<file path="config.mk">
export PLATFORM = sky130hd
export DESIGN_NAME = mem_arbiter
export DESIGN_NICKNAME = d
export VERILOG_FILES = /design/src/rtl/mem_arbiter.sv
export SDC_FILE = /design/constraint.sdc
export NUM_CORES = 1
export LEC_CHECK = 0
export CORE_AREA = 2 2 225 227
export DETAILED_ROUTE_END_ITERATION = 16
export DIE_AREA = 0 0 227 229
export SETUP_SLACK_MARGIN = 0.02
export SLEW_MARGIN = 30
export SYNTH_ARGS = -nofsm -noshare
export SYNTH_HDL_FRONTEND = slang
export SYNTH_SLANG_ARGS = --single-unit
export TNS_END_PERCENT = 50
</file>
<file path="constraint.sdc">
create_clock -name clk -period 4.4 [get_ports clk]
set_input_delay 0.88 -clock clk [delete_from_list [all_inputs] [get_ports clk]]
set_output_delay 0.88 -clock clk [all_outputs]
set_load 0.02 [all_outputs]
</file>
<file path="src/rtl/mem_arbiter.sv">
// Single-port memory arbiter between the core load/store path and an external loader/debug port.
// Optional stall statistics counter enabled by defining MEM_ARBITER_STATS_EN.
module mem_arbiter #(
    parameter int AW         = 64,
    parameter int DW         = 64,
    parameter int STARVE_LIM = 4
) (
    input  logic          clk,
    input  logic          rst,
    input  logic          c_req,
    input  logic          c_we,
    input  logic [AW-1:0] c_addr,
    input  logic [DW-1:0] c_wdata,
    output logic          c_stall,
    output logic [DW-1:0] c_rdata,
    input  logic          x_req,
    input  logic          x_we,
    input  logic          x_lock,
    input  logic [AW-1:0] x_addr,
    input  logic [DW-1:0] x_wdata,
    output logic          x_gnt,
    output logic [DW-1:0] x_rdata,
    output logic          m_re,
    output logic          m_we,
    output logic [AW-1:0] m_addr,
    output logic [DW-1:0] m_wdata,
    input  logic [DW-1:0] m_rdata
`ifdef MEM_ARBITER_STATS_EN
    ,
    output logic [31:0]   stall_cnt
`endif
);

    typedef enum logic [1:0] {
        OWN_IDLE = 2'd0,
        OWN_CORE = 2'd1,
        OWN_EXT  = 2'd2,
        OWN_LOCK = 2'd3
    } owner_t;

    localparam logic [3:0] LIM = 4'(STARVE_LIM);

    owner_t     r_owner;
    owner_t     w_owner_nxt;
    logic [3:0] r_wcnt;
    logic [3:0] w_wcnt_nxt;
    logic       w_gnt_ext;
    logic       w_gnt_core;

    // Grant decision: lock hold, starvation escape, core priority, then external.
    always_comb begin
        w_gnt_ext  = 1'b0;
        w_gnt_core = 1'b0;
        if (r_owner == OWN_LOCK && x_req) begin
            w_gnt_ext = 1'b1;
        end else if (x_req && (r_wcnt >= LIM)) begin
            w_gnt_ext = 1'b1;
        end else if (c_req) begin
            w_gnt_core = 1'b1;
        end else if (x_req) begin
            w_gnt_ext = 1'b1;
        end else begin
            w_gnt_ext  = 1'b0;
            w_gnt_core = 1'b0;
        end
    end

    // Next owner and starvation counter; a lock only forms after an actual external grant.
    always_comb begin
        w_owner_nxt = OWN_IDLE;
        w_wcnt_nxt  = 4'd0;
        if (w_gnt_ext) begin
            w_owner_nxt = x_lock ? OWN_LOCK : OWN_EXT;
        end else if (w_gnt_core) begin
            w_owner_nxt = OWN_CORE;
        end else begin
            w_owner_nxt = OWN_IDLE;
        end
        if (x_req && !w_gnt_ext) begin
            w_wcnt_nxt = (r_wcnt == 4'd15) ? 4'd15 : (r_wcnt + 4'd1);
        end else begin
            w_wcnt_nxt = 4'd0;
        end
    end

    // Memory-side mux; address and data are forced to zero when idle.
    always_comb begin
        m_re    = 1'b0;
        m_we    = 1'b0;
        m_addr  = {AW{1'b0}};
        m_wdata = {DW{1'b0}};
        x_gnt   = 1'b0;
        c_stall = 1'b0;
        if (w_gnt_ext) begin
            m_re    = ~x_we;
            m_we    = x_we;
            m_addr  = x_addr;
            m_wdata = x_wdata;
            x_gnt   = 1'b1;
            c_stall = c_req;
        end else if (w_gnt_core) begin
            m_re    = ~c_we;
            m_we    = c_we;
            m_addr  = c_addr;
            m_wdata = c_wdata;
        end else begin
            m_re    = 1'b0;
            m_we    = 1'b0;
        end
    end

    assign c_rdata = m_rdata;
    assign x_rdata = m_rdata;

    // Owner/wait-counter state register with synchronous reset.
    always_ff @(posedge clk) begin
        if (rst) begin
            r_owner <= OWN_IDLE;
            r_wcnt  <= 4'd0;
        end else begin
            r_owner <= w_owner_nxt;
            r_wcnt  <= w_wcnt_nxt;
        end
    end

`ifdef MEM_ARBITER_STATS_EN
    logic [31:0] r_stall_cnt;

    // Saturating count of core stall cycles.
    always_ff @(posedge clk) begin
        if (rst) begin
            r_stall_cnt <= 32'd0;
        end else if (c_stall && (r_stall_cnt != 32'hFFFF_FFFF)) begin
            r_stall_cnt <= r_stall_cnt + 32'd1;
        end else begin
            r_stall_cnt <= r_stall_cnt;
        end
    end

    assign stall_cnt = r_stall_cnt;
`endif

endmodule

</file>
==> flow_metrics.env <==
export IMPL_maxCapViolations=0
export IMPL_antenna_left=0
export IMPL_tritoncts="built"
export IMPL_synthTopCellsByCount="129 x a22o_1, 129 x buf_4, 13 x buf_2"
export IMPL_routed_wl_um=23300
export IMPL_antenna_found_initial=25
export IMPL_period_minus_slack_ns=3.93
export IMPL_crit_type="input port to output pin"
export IMPL_setup_tns_final_ns=0
export IMPL_grt_pass1_wl_um=28200
export IMPL_cp_max_fo=40
export IMPL_vdd_drop_max_mv=0.149
export IMPL_globalplace_congestion=0.792
export IMPL_synth_simple_gate_area_share_pct=1.63
export IMPL_cp_arrival_ns=3.05
export IMPL_synth_xor_area_share_pct=0
export IMPL_via_per_inst=2.88
export IMPL_drtIter0Drc=74
export IMPL_fin_skew_ns=0.00293
export IMPL_finalCritPeriodShare_pct=89.3
export IMPL_ys_types=21
export IMPL_p_per_area_mw_per_mm2=154
export IMPL_ctsResizeCount=0
export IMPL_rows=82
export IMPL_p_total_mw=0.982
export IMPL_die_x_um=227
export IMPL_p_leak_nw=2.24
export IMPL_grt_max_degree=92
export IMPL_io_buffers=394
export IMPL_avgSynthCellArea_um2=8.06
export IMPL_setup_viol=0
export IMPL_async_flop_share_pct=0
export IMPL_synth_area_leaders="a22o_1 44%, buf_4 38%, dfxtp_1 4.7%"
export IMPL_synthAdderAreaFrac_pct=0.493
export IMPL_post_cts_setup_buffers=0
export IMPL_numCtsBuffers=3
export IMPL_final_area_mm2=0.00639
export IMPL_route_detailed_drc=0
export IMPL_dr_pass1_iters=4
export IMPL_yosysSeqAreaShare_pct=4.73
export IMPL_h_tree_depth=1
export IMPL_fillers=5757
export IMPL_grt_busiest_layer="met2"
export IMPL_synth_edf_count=0
export IMPL_routedWlPerCell_um=18.8
export IMPL_synth_compound_area_share_pct=46.7
export IMPL_vias=3586
export IMPL_die_y_um=229
export IMPL_cts_sinks=6
export IMPL_yosys_area_top_type="a22o_1"
export IMPL_synth_top_family_by_area="compound AO/OA/AOI/OAI gates"
export IMPL_syn_inst=315
export IMPL_met1_usage_pct=6.63
export IMPL_placed_area_mm2=0.00630
export IMPL_syn_num_nets=643
export IMPL_clock_fmax_mhz=255
export IMPL_netlist_area_mm2=0.00254
export IMPL_endpoint_kind="output pin"
export IMPL_use_met3_pct=5.23
export IMPL_whs_ns=0.433
export IMPL_core_mm2=0.0497
export IMPL_cts_buffer_depth=2
export IMPL_nNetsFinal=898
export IMPL_finalMaxSlewViolations=0
export IMPL_grtUsageTotal_pct=8.13
export IMPL_dp_hpwl_um=21300
export IMPL_synthMuxAreaShare_pct=0
export IMPL_layout_area_seq_um2=120
export IMPL_multi_input_area_mm2=0.00125
export IMPL_ys_ff_latch=6
export IMPL_worstSetupStartpointType="input port"
export IMPL_holdBufCountCts=0
export IMPL_critPathRequiredTime_ns=3.52
export IMPL_status="finished, final reports clean"
export IMPL_ys_warn_count=0
export IMPL_hold_class="flip-flop to flip-flop"
export IMPL_cts_root_buffer="clkbuf_16"
export IMPL_met2_usage_pct=14.4
export IMPL_netlist_area_leader_share_pct=44.5
export IMPL_die_area_mm2=0.0520
export IMPL_insertion_delay_ns=0.23
export IMPL_rsz0062_at_grt="false"
export IMPL_initial_core_util_pct=5.11
export IMPL_grt_pass1_vias=3631
export IMPL_layout_drive_gt1_share_pct=3.17
export IMPL_grt_overflow=0
export IMPL_area_growth_pct=151
export IMPL_hold_violations=0
export IMPL_synthFlopType="dfxtp_1"
export IMPL_path_clk_slew_ns=0.03
export IMPL_io_pins=587
[where the power goes]
part	total (mW)	switching, mW	internal, mW
logic	0.779	0.313	0.466
registers	0.0579	0.00118	0.0567
clock network	0.145	0.0288	0.116
total	0.982	0.343	0.639
[cells in the final DEF (no fill, tap or decap), types with 2 or more instances in the layout]
cell type        synthesis  layout
buf_4                  129       9
inv_1                    3       3
clkdlybuf4s50_1          0     394
clkbuf_16                0       3
dfxtp_1                  6       6
nor2_1                   3       3
nand2_1                  2       2
diode_2                  0       3
nor3_1                   2       2
a21oi_1                  4       3
buf_12                   0       3
a22o_1                 129     129
[metal layers]
metal  part of all wire [%]  wire length (µm)
met4                    6.3              1470
met3                     17              3910
met1                     30              6880
met5                   0.48               111
met2                     47             10900
[worst max-delay path, cell delays in order]
cell	delay (ns)
clkdlybuf4s50_1	0.60
o21ai_2	0.13
inv_4	0.32
buf_12	0.27
a22o_1	0.20
clkdlybuf4s50_1	0.61
[final cells by class]
class / instances / area share (%)
diodes: 3 / 0.118
clock buffers: 3 / 1.18
inverters: 4 / 0.274
multi-input cells: 149 / 19.6
flip-flops and latches: 6 / 1.88
well taps: 672 / 13.2
repair buffers: 406 / 63.7
[stage by stage]
| stage | util, % | std cells | setup slack, ns |
|---|---|---|---|
| after global routing | 12.9 | 1242 | 0.339 |
| after CTS | 12.8 | 1240 | 0.386 |
| after floorplan | - | 315 | 1.67 |
| final | 12.9 | 1243 | 0.471 |
| after detailed placement | 12.7 | 1237 | 0.385 |
| after global placement | 12.7 | 1237 | 0.442 |
[cells by family after synthesis]
kind of cell             count (synthesis)
buffers and inverters                  160
adder cells (fa/ha/maj)                  1
AO/OA/AOI/OAI                          138
flip-flops                               6
other                                    1
AND/OR/NAND/NOR                          9
[state kept, by name (all words and copies together) (netlist names)]
name / flops
r_owner: 2
r_wcnt: 4
[path summary, 6_finish.rpt]
| kind | from | end | slack, ns | depth (start not counted) |
|---|---|---|---|---|
| max | x_req | m_addr[6] | 0.47 | 6 |
| min reg2reg | r_wcnt[0] | r_wcnt[0] | 0.43 | 1 |
| max reg2reg | r_wcnt[3] | r_wcnt[2] | 2.95 | 3 |
| min | r_wcnt[0] | r_wcnt[0] | 0.43 | 1 |
No activity file was read; power rests on OpenSTA's default activity.
==> variant 1: new RTL, config.mk and constraints unchanged <==
`DW`: 64 -> 128.
--- a/src/rtl/mem_arbiter.sv
+++ b/src/rtl/mem_arbiter.sv
@@ -3,5 +3,5 @@
 module mem_arbiter #(
     parameter int AW         = 64,
-    parameter int DW         = 64,
+    parameter int DW         = 128,
     parameter int STARVE_LIM = 4
 ) (
Interface: changed (6 resized); port bits go from 587 to 971. The function was not compared with the original's and may differ.
==> variant 1 against the unedited design <==
  * The flow now stops in I/O pin placement (3_2_place_iop)
  * Area after synthesis up 63%
==> variant 1: results <==
[run_status]
outcome = "stopped before the end"
failed_stage = "I/O pin placement (3_2_place_iop)"
first-error = "[ERROR PPL-0024] Number of IO pins (971) exceeds maximum number of available positions (820). Increase the die perimeter from 912.00um to 1320.56um."

[logic_synthesis]
netlist_instances = 521
netlist-cell-type-count = 23
ys_ff_latch = 6
synth_area_leaders = "buf_4 49%, a22o_1 41%, dfxtp_1 2.9%"
yosysSeqAreaShare = 0.02904
synth_warnings = 0
syn-num-nets = 1041
async_reset_ff_frac = 0
ys_top_cells_by_count = "268 x buf_4, 193 x a22o_1, 19 x buf_2"
dominantRegCellSynth = "dfxtp_1"

[floorplan]
die-width_um = 227
==> variant 1: cell types whose count changed after synthesis <==
| cell | unedited run | this run |
|---|---|---|
| clkbuf_1 | 4 | 3 |
| a21oi_1 | 4 | 3 |
| buf_4 | 129 | 268 |
| buf_1 | 0 | 2 |
| buf_2 | 13 | 19 |
| a21oi_2 | 0 | 1 |
| a22o_1 | 129 | 193 |
| buf_6 | 10 | 6 |
==> variant 1: logic make-up after synthesis <==
logic type,after synthesis,share of synthesized area
fa+ha+maj,1,0.003024
other cells,1,0.0009066
flops,6,0.02904
buf+inv,302,0.5339
compound gates,202,0.4232
simple gates,9,0.009982
==> variant 2: new RTL, same flow settings <==
Made on the original files. Re-encode `owner_t` (4 values) as one-hot, 4 bits wide.
--- a/src/rtl/mem_arbiter.sv
+++ b/src/rtl/mem_arbiter.sv
@@ -32,9 +32,9 @@
 );
 
-    typedef enum logic [1:0] {
-        OWN_IDLE = 2'd0,
-        OWN_CORE = 2'd1,
-        OWN_EXT  = 2'd2,
-        OWN_LOCK = 2'd3
+    typedef enum logic [3:0] {
+        OWN_IDLE = 4'b0001,
+        OWN_CORE = 4'b0010,
+        OWN_EXT  = 4'b0100,
+        OWN_LOCK = 4'b1000
     } owner_t;
 
Behaviour: same outputs for any inputs over 4 cycles, from zero or initial values and one cycle with rst high; so few cycles prove little.
==> variant 2 against the unedited design <==
  * Area after synthesis is 4.3% higher
  * Sequential share of layout area is 0.58 points higher
  * Wire length is 20% lower
  * Count of clock-buffer cells in the layout stayed put
  * Sequential cell count is 2 higher
  * Cell area is 1.9% higher
  * Power is 7.6% higher
  * Sequential power is 34% higher
  * Critical endpoint is now m_addr[34]
  * Setup slack worse by 0.18 ns
==> variant 2: results <==
[global_route]
grt_max_degree = 63
grt_antenna_before_repair = 1
grt_usage = 0.06238
grt_pass1_wl_um = 23410

[route]
avgViaCountPerCell = 2.863
vias = 3564
drt_first_pass_iters = 4
drt_iter0_drc = 152
drt_wl_total_um = 18590

[setup_path]
cp_max_fo = 46
critPathArrivalTime_ns = 3.23
crit_slowest_cell = "clkdlybuf4s50_1"
slowest_delay_ns = 0.60
critical-path-top-delay-family = "buffers and inverters"

[place]
gp_congestion = 0.9902
dp_hpwl_um = 16180
placed_cells = 1242
port_buffers = 394

[run_status]
outcome = "finished, final reports clean"

[clock_network]
cts_max_level = 1
clk_pin_slew_ns = 0.03
clockRootBuffer = "clkbuf_16"
cts_resized = 0
clk_latency_ns = 0.23
numCtsBuffers = 3
clk_path_buf_depth = 2
post_cts_buffers = 0

[logic_synthesis]
netlist-cell-type-count = 28
netlist_instances = 320
syn-num-nets = 648
synth_area_leaders = "a22o_1 43%, buf_4 36%, dfxtp_1 6.0%"
async_reset_ff_frac = 0
synth_warnings = 0
synth_edf_count = 0
ys_top_cells_by_count = "129 x a22o_1, 128 x buf_4, 12 x buf_2"
dominantRegCellSynth = "dfxtp_1"
yosysSeqAreaShare = 0.06043

[worst_hold_path]
hold_class = "register to register"

[power_and_ir_drop]
ir_drop_mv = 0.1446
p_leak_nw = 2.304

[layout]
reg_top3 = "r_owner (4), r_wcnt (4)"
drive_above_1_share = 0.03839
diodes = 0
fillers = 5716
nets = 903

[sta]
fin_worst_skew_ns = 0.001031
==> variant 2: routing by layer <==
layer | vias to the layer above | routed length (um) | track usage
met5 | - | 0 | 0
met4 | 0 | 29 | 0.002859
met3 | 4 | 2930 | 0.03066
met2 | 366 | 8672 | 0.1088
met1 | 1608 | 6952 | 0.07166
li1 | 1586 | - | -
==> variant 2: worst register-to-register path: cells and delay by family, from the launching register on <==
family | cells | cell delay [ns]
flops | 1 | 0.32
compound gates | 1 | 0.06
simple gates | 2 | 0.89
==> variant 2: path summary, 6_finish.rpt <==
kind                            startpoint          to  slack (ns)  cells after the start
worst max register to register  r_owner[1]   r_wcnt[1]        3.03                      3
worst min-delay path             r_wcnt[0]   r_wcnt[0]        0.44                      1
worst min register to register   r_wcnt[0]   r_wcnt[0]        0.44                      1
worst max-delay path                 c_req  m_addr[34]        0.29                      7
==> variant 2: cells by family (layout without fill, tap and decap cells) <==
logic type / after synthesis / in the layout / share of synthesized area
buf+inv: 161 / 414 / 0.4462
simple gates: 13 / 13 / 0.03541
fa+ha+maj: 1 / 1 / 0.004721
flops: 8 / 8 / 0.06043
compound gates: 136 / 136 / 0.4518
other cells: 1 / 1 / 0.001415
==> variant 2: area by class of cell <==
| class | instances | share of cell area |
|---|---|---|
| Sequential cell | 8 | 0.02461 |
| Inverter | 5 | 0.003269 |
| Clock buffer | 3 | 0.01154 |
| Multi-Input combinational cell | 151 | 0.2023 |
| Tap cell | 672 | 0.1292 |
| Timing Repair Buffer | 406 | 0.6291 |
==> variant 2: power breakdown <==
group          total (mW)  internal (mW)  switching, mW
Clock               0.147          0.117         0.0306
Sequential         0.0775         0.0756        0.00194
Combinational       0.832          0.485          0.347
Total                1.06          0.677          0.380
==> variant 2: stage by stage <==
stage,area [sq um],power (mW),util,hold WS (ns),setup WS (ns)
after floorplan,2650,0.5693,-,0.4148,1.664
after global placement,6432,0.9156,0.1295,0.4236,0.3098
after detailed placement,6432,0.9167,0.1295,0.4401,0.2480
after CTS,6507,1.069,0.1310,0.4449,0.2503
after global routing,6507,1.108,0.1310,0.4681,0.1663
final,6507,1.057,0.1310,0.4447,0.2912
